File: config.mk
export PLATFORM = sky130hd
export DESIGN_NAME = instr_fetch
export DESIGN_NICKNAME = d
export VERILOG_FILES = /design/src/rtl/instr_fetch_pkg.sv /design/src/rtl/instr_fetch.sv
export SDC_FILE = /design/constraint.sdc
export NUM_CORES = 1
export LEC_CHECK = 0
export CORE_MARGIN = 2
export CORE_UTILIZATION = 40
export DETAILED_ROUTE_END_ITERATION = 16
export PLACE_DENSITY = 0.81
export SLEW_MARGIN = 10
export SYNTH_ARGS = -nofsm -noshare
export SYNTH_HDL_FRONTEND = slang
export SYNTH_SLANG_ARGS = --single-unit
File: constraint.sdc
create_clock -name clk -period 2.2 [get_ports clk]
set_clock_uncertainty 0.05 [all_clocks]
set_input_delay 0.55 -clock clk [delete_from_list [all_inputs] [get_ports clk]]
set_output_delay 0.55 -clock clk [all_outputs]
set_load 0.02 [all_outputs]
File: src/rtl/instr_fetch_pkg.sv
// Shared definitions for the 6502 fetch stage: FSM state encoding and
// the instruction-size normalisation applied to the decoder's byte count.
package instr_fetch_pkg;

  typedef enum logic [2:0] {
    S_REQ_OP = 3'd0,
    S_LAT_OP = 3'd1,
    S_DEC    = 3'd2,
    S_LAT_B1 = 3'd3,
    S_LAT_B2 = 3'd4,
    S_VALID  = 3'd5
  } fetch_state_t;

  localparam logic [1:0] SIZE_1 = 2'd1;
  localparam logic [1:0] SIZE_3 = 2'd3;

  // A size of zero comes from unknown opcodes; they run as 1-byte NOPs.
  function automatic logic [1:0] norm_size(input logic [1:0] size);
    return (size == 2'd0) ? SIZE_1 : size;
  endfunction

endpackage

File: src/rtl/instr_fetch.sv
// Fetch stage: reads opcode and 0..2 operand bytes, owns the PC, and hands
// the assembled instruction to execute over a valid/ready handshake.
module instr_fetch
  import instr_fetch_pkg::*;
#(
  parameter int                ADDR_W   = 16,
  parameter logic [ADDR_W-1:0] RESET_PC = '0
) (
  input  logic              clk,
  input  logic              rst,
  output logic              mem_rd_en,
  output logic [ADDR_W-1:0] mem_addr,
  input  logic [7:0]        mem_rdata,
  output logic [7:0]        dec_opcode,
  input  logic [1:0]        dec_instr_size,
  output logic              instr_valid,
  input  logic              instr_ready,
  output logic [7:0]        instr_opcode,
  output logic [7:0]        instr_op_lo,
  output logic [7:0]        instr_op_hi,
  output logic [ADDR_W-1:0] instr_pc,
  output logic [ADDR_W-1:0] instr_next_pc,
  input  logic              redirect_valid,
  input  logic [ADDR_W-1:0] redirect_pc
);

  fetch_state_t      r_state;
  fetch_state_t      w_next_state;
  logic [ADDR_W-1:0] r_pc;
  logic [ADDR_W-1:0] r_instr_pc;
  logic [7:0]        r_opcode;
  logic [7:0]        r_op_lo;
  logic [7:0]        r_op_hi;
  logic [1:0]        r_size;
  logic [ADDR_W-1:0] w_pc_inc;
  logic [1:0]        w_dec_size;
  logic              w_rd_en;

  assign w_pc_inc   = r_pc + 1'b1;
  assign w_dec_size = norm_size(dec_instr_size);

  // NOTE: sequential state uses non-blocking assignments so every register
  // samples pre-edge values regardless of process ordering.
  always_ff @(posedge clk) begin
    if (rst) begin
      r_state <= S_REQ_OP;
    end else if (redirect_valid) begin
      r_state <= S_REQ_OP;
    end else begin
      r_state <= w_next_state;
    end
  end

  // NOTE: every signal assigned in always_comb gets a default first, so no
  // path through the case leaves it unassigned and infers a latch.
  always_comb begin
    w_next_state = r_state;
    unique case (r_state)
      S_REQ_OP: w_next_state = S_LAT_OP;
      S_LAT_OP: w_next_state = S_DEC;
      S_DEC:    w_next_state = (w_dec_size == SIZE_1) ? S_VALID : S_LAT_B1;
      S_LAT_B1: w_next_state = (r_size == SIZE_3) ? S_LAT_B2 : S_VALID;
      S_LAT_B2: w_next_state = S_VALID;
      S_VALID:  w_next_state = instr_ready ? S_REQ_OP : S_VALID;
      default:  w_next_state = S_REQ_OP;
    endcase
  end

  always_comb begin
    w_rd_en  = 1'b0;
    mem_addr = r_pc;
    unique case (r_state)
      S_REQ_OP: w_rd_en = 1'b1;
      S_DEC:    w_rd_en = (w_dec_size != SIZE_1);
      S_LAT_B1: begin
        if (r_size == SIZE_3) begin
          w_rd_en  = 1'b1;
          mem_addr = w_pc_inc;
        end
      end
      default:  w_rd_en = 1'b0;
    endcase
  end

  // Reset is synchronous, so gate the strobes while it is held to keep
  // memory and execute quiet during the reset cycle itself.
  assign mem_rd_en   = w_rd_en & ~rst;
  assign instr_valid = (r_state == S_VALID) & ~rst;

  always_ff @(posedge clk) begin
    if (rst) begin
      r_pc       <= RESET_PC;
      r_instr_pc <= RESET_PC;
      r_opcode   <= 8'h00;
      r_op_lo    <= 8'h00;
      r_op_hi    <= 8'h00;
      r_size     <= SIZE_1;
    end else if (redirect_valid) begin
      r_pc    <= redirect_pc;
      r_op_lo <= 8'h00;
      r_op_hi <= 8'h00;
    end else begin
      unique case (r_state)
        S_LAT_OP: begin
          r_opcode   <= mem_rdata;
          r_instr_pc <= r_pc;
          r_pc       <= w_pc_inc;
          r_op_lo    <= 8'h00;
          r_op_hi    <= 8'h00;
        end
        S_DEC:    r_size <= w_dec_size;
        S_LAT_B1: begin
          r_op_lo <= mem_rdata;
          r_pc    <= w_pc_inc;
        end
        S_LAT_B2: begin
          r_op_hi <= mem_rdata;
          r_pc    <= w_pc_inc;
        end
        default: ;
      endcase
    end
  end

  // The PC only advances past the last byte, so in S_VALID it is the branch base.
  assign dec_opcode    = r_opcode;
  assign instr_opcode  = r_opcode;
  assign instr_op_lo   = r_op_lo;
  assign instr_op_hi   = r_op_hi;
  assign instr_pc      = r_instr_pc;
  assign instr_next_pc = r_pc;

endmodule

Word-level counts from Yosys, hierarchy flattened

Index checks and enable logic that the tools add are counted.

Register bits after elaboration: 61
Logic and storage cells: 42

Add/subtract/negate cells: 1
Bitwise operators: 4
Muxes and demuxes: 13
Reductions and logical operators: 9
Eq/ne operators: 8

Operator list:

| cell                  | count |
|---|---|
| $mux 16               | 4 |
| $pmux 8 s2            | 2 |
| $pmux 3 s6            | 1 |
| $add 16x1->16 const B | 1 |
| $eq 3x2->1 const B    | 2 |
| $eq 3x3->1 const B    | 2 |
| $mux 3                | 2 |
| $reduce_bool 2->1     | 3 |
| $reduce_and 2->1      | 2 |
| $eq 3x1->1 const B    | 1 |
| $logic_not 3->1       | 1 |
| $pmux 1 s3            | 1 |
| $reduce_or 3->1       | 1 |
| $and 1x1->1           | 2 |
| $eq 2x1->1 const B    | 1 |
| $eq 2x2->1 const B    | 1 |
| $logic_not 2->1       | 1 |
| $mux 1                | 2 |
| $mux 2                | 1 |
| $ne 2x1->1 const B    | 1 |
| $not 1->1             | 2 |
| $reduce_or 2->1       | 1 |

Longest topological paths before layout

Depth after elaboration: 5
Mapped depth: 7
Gate-level depth less buffers: 5

Worst setup path after synthesis

No wires, ideal clock.

Kind: register -> output
Start: reg r_pc[0], in the netlist instr_next_pc[0]
End: out mem_addr[14]
Arrival: 1964 ps
Slack: -364 ps
Data required time: 1600 ps
Buffers on the path: 0
Cell stages (with the launch flop): 6
Cells stage by stage: dfxtp_1 -> ha_1 -> nand4_1 -> nor4_1 -> nand2_1 -> xnor2_1

Cells in the longest elaborated chain, start to end: 3

RTL lines:

| element                | line               | RTL |
|---|---|---|
| from (decl)            | instr_fetch.sv:29  | `logic [ADDR_W-1:0] r_pc;` |
| from (signal assigned) | instr_fetch.sv:99  | `r_pc <= redirect_pc;` |
| from (signal assigned) | instr_fetch.sv:107 | `r_pc <= w_pc_inc;` |
| from (signal assigned) | instr_fetch.sv:114 | `r_pc <= w_pc_inc;` |
| $add 16x1->16          | instr_fetch.sv:39  | `assign w_pc_inc = r_pc + 1'b1;` |
| $mux 16                | instr_fetch.sv:76  | `if (r_size == SIZE_3) begin` |
| $mux 16                | instr_fetch.sv:72  | `unique case (r_state)` |
| to (decl)              | instr_fetch.sv:12  | `output logic [ADDR_W-1:0] mem_addr,` |

Every way passes these cells.

Final worst setup path

Start: reg r_pc[0], in the netlist instr_next_pc[0]
End: out mem_addr[12]

Same word-level chain as after synthesis.

==> metrics <==
Worst Setup End Kind=primary output; number of sinks on the clock net=61; Bufs on Longest Clock Path=2; Mapped Nets=423; origin of the critical flop-to-flop path=instr_next_pc[0]; number of buffers added to fix hold violations after cts=0; DR DRC count=0; total congestion overflow after global routing=0; utilization after layout=68.9%; # nets final=579; met2 usage in global routing=41.9%; initial core utilization=40.7%; global-route wire length before repair=16.9 mm; Filler cells=561; met1 capacity usage during global routing=30.8%; Switching Share=30.9%; Cell Rows=32; leakage power figure=2.14 nW; Setup Slack @ Placement=-0.550 ns; maximum number of pins on one net before global-route repair=50; internal power=1.83 mW; cell types occupying the most area after synthesis=dfxtp_1 39%, nand2_1 8.8%, a21oi_1 7.2%; library cell occupying the most area in the post-synthesis netlist=dfxtp_1; Fmax achieved=400 MHz; number of global-route vias before repair=3430; most common flop cell mapped by yosys=dfxtp_1; H-tree Lvls=3; Critical Path Start=instr_next_pc[0]; number of hold violations in the final report=0; Max VDD drop=343 µV; total wire length=10.9 mm; proportion of power drawn by combinational gates=22.5%; Sequential Power Share=44.1%; Routed wire per std cell=16.7 µm; switching pwr=0.822 mW; final setup TNS=-3.10 ns; count of different cell masters after synthesis=46; Die Y-Extent=92.2 µm; top cells by count, synth=73 x nand2_1, 61 x dfxtp_1, 45 x a21oi_1, 21 x clkbuf_1, 19 x nor2_1; mean cell area of the mapped netlist=7.94 µm²; detailed placer's ending HPWL=6.96 mm; shortest period the worst path allows=2.50 ns; area of the core region=7650 µm²; clock insertion delay at the later pin of the skew report=0.34 ns; Power per Cell Area=504 nW/µm²; port buffer count=111; flops & latches, synth=61; sequential fraction of the synthesis area=39.2%; Worst Tran Pin Value=0.658 ns; Top Usage Layer GRT=met2; part of the total power dissipated in the clock network=33.5%; DIE AREA=8510 µm²; n_diodes=0; arrival time of the worst setup path=1.90 ns; clock buffers created by TritonCTS=9; maximum capacitance violations=0; final estimated routing congestion in global placement=0.876; via count=3502; Detailed Route Iter0 Violations=197; Clk pin slew, worst setup/hold paths=0.08 ns; initial antenna violation count=0; unrepaired setup endpoints after global routing=yes; outcome=finished, violations left; yosys synthesis warning count=0; post-route worst setup slack=-0.301 ns; Worst setup SP type=register; Max-Slew Margin vs Limit=56.0%; met3 Resource Use GR=4.35%; CTS tree=yes; 1st-pass router iterations=4; overall die width=92.2 µm; most common cell in the netlist=nand2_1; overall fraction of global-route tracks in use=24.8%; failing checks=setup timing; count of antenna-violating nets left after detailed routing=0; worst min path class=reg -> reg; mapped cell area=3110 µm²; proportion of register bits with asynchronous set or reset after synthesis=0%; overall power of the completed layout=2.65 mW; fraction of layout instances using a drive strength above 1=30.7%; number of endpoints failing setup at the final stage=17; final critical-path share of the clock period=114%; area growth from synthesis to layout=69.3%; Clock Root Buffer=clkbuf_8; I/O pins=112; startpoint of the worst hold path=instr_op_lo[0]; number of enable flip-flop cells after synthesis=0; Worst Path Class, Setup=reg -> out; Slew Viols, Final=0; CP Max Fanout=3; via count normalized by instance count=5.35; post-synth top area share=39.2%; Cells after Synth=392; data required time of the critical path=1.60 ns
-- cells in the final DEF (no fill, tap or decap), types with 4 or more instances in the layout --
cell type | synthesis | routed
dfxtp_1 | 61 | 46
inv_1 | 15 | 15
xnor2_1 | 13 | 5
nand2_1 | 73 | 67
a22o_1 | 8 | 8
o21a_1 | 8 | 8
nand2_4 | 0 | 4
dfxtp_2 | 0 | 9
dfxtp_4 | 0 | 6
clkdlybuf4s50_1 | 0 | 91
nor3b_1 | 5 | 5
buf_8 | 0 | 4
nor2_1 | 19 | 16
buf_6 | 1 | 20
a211oi_1 | 7 | 7
buf_4 | 9 | 67
a22oi_1 | 8 | 8
a21oi_1 | 45 | 45
xor2_1 | 10 | 10
xnor2_2 | 0 | 8
nor4_4 | 0 | 4
nand3_1 | 15 | 12
clkbuf_8 | 0 | 9
-- per-stage QoR --
step	instances	cell area, µm²	hold slack, ns
finish	655	5270	0.405
global route	655	5270	0.428
CTS	652	5090	0.408
detailed placement	622	4690	0.397
global placement	622	4690	0.393
floorplan	392	3250	0.432
-- logic make-up after synthesis --
logic type | after synthesis | share of synthesized area [%]
compound gates | 100 | 22.1
fa+ha+maj | 1 | 0.402
mux | 5 | 1.65
xor+xnor | 23 | 6.47
flops | 61 | 39.2
buf+inv | 57 | 8.56
simple gates | 145 | 21.6
-- worst paths after layout --
path                            slack (ns)                end  depth (start not counted)
worst max-delay path                 -0.30       mem_addr[12]                          8
worst min-delay path                  0.41     instr_op_lo[0]                          2
worst min register to register        0.41     instr_op_lo[0]                          2
worst max register to register       -0.13  instr_next_pc[14]                         15
-- critical path, stage by stage (launching register included) --
cell     delay, ns
dfxtp_4       0.37
ha_4          0.13
nand4_1       0.09
buf_6         0.15
buf_6         0.11
nor4_4        0.23
nand2_2       0.13
xnor2_2       0.17
buf_4         0.17
-- power by group through the flow --
stage                     Sequential (mW)  Clock (mW)  Combinational (mW)
final                                1.17       0.888               0.596
after global routing                 1.17       0.950               0.633
after CTS                            1.17       0.899               0.570
after detailed placement             1.19           0               0.561
after global placement               1.19           0               0.552
after floorplan                      1.24           0               0.241
-- final cells by class --
type	count	area, µm²	share of cell area [%]
Clock buffer	9	124	2.35
Multi-Input combinational cell	274	1930	36.6
Timing Repair Buffer	187	1730	32.8
Clock inverter	7	50.0	0.949
Tap cell	102	128	2.42
Inverter	15	56.3	1.07
Sequential cell	61	1250	23.8
-- metal layers --
metal | part of all wire [%] | routed length (µm)
met5 | 0 | 0
met3 | 5.5 | 598
met4 | 2.7 | 294
met1 | 42 | 4570
met2 | 50 | 5470
-- sequential cells by signal, summed over array words and instances (netlist names) --
register and count:
dec_opcode 8, instr_next_pc 16, r_state 3, r_size 2, instr_pc 16, instr_op_lo 8
instr_op_hi 8
-- what timing repair did --
action,in CTS,in global routing
gates cloned,1,0
pin swaps,16,14
gates resized for setup,129,42
setup endpoints to repair,18,19
setup buffers,13,4
(Power assumes the default switching activity.)
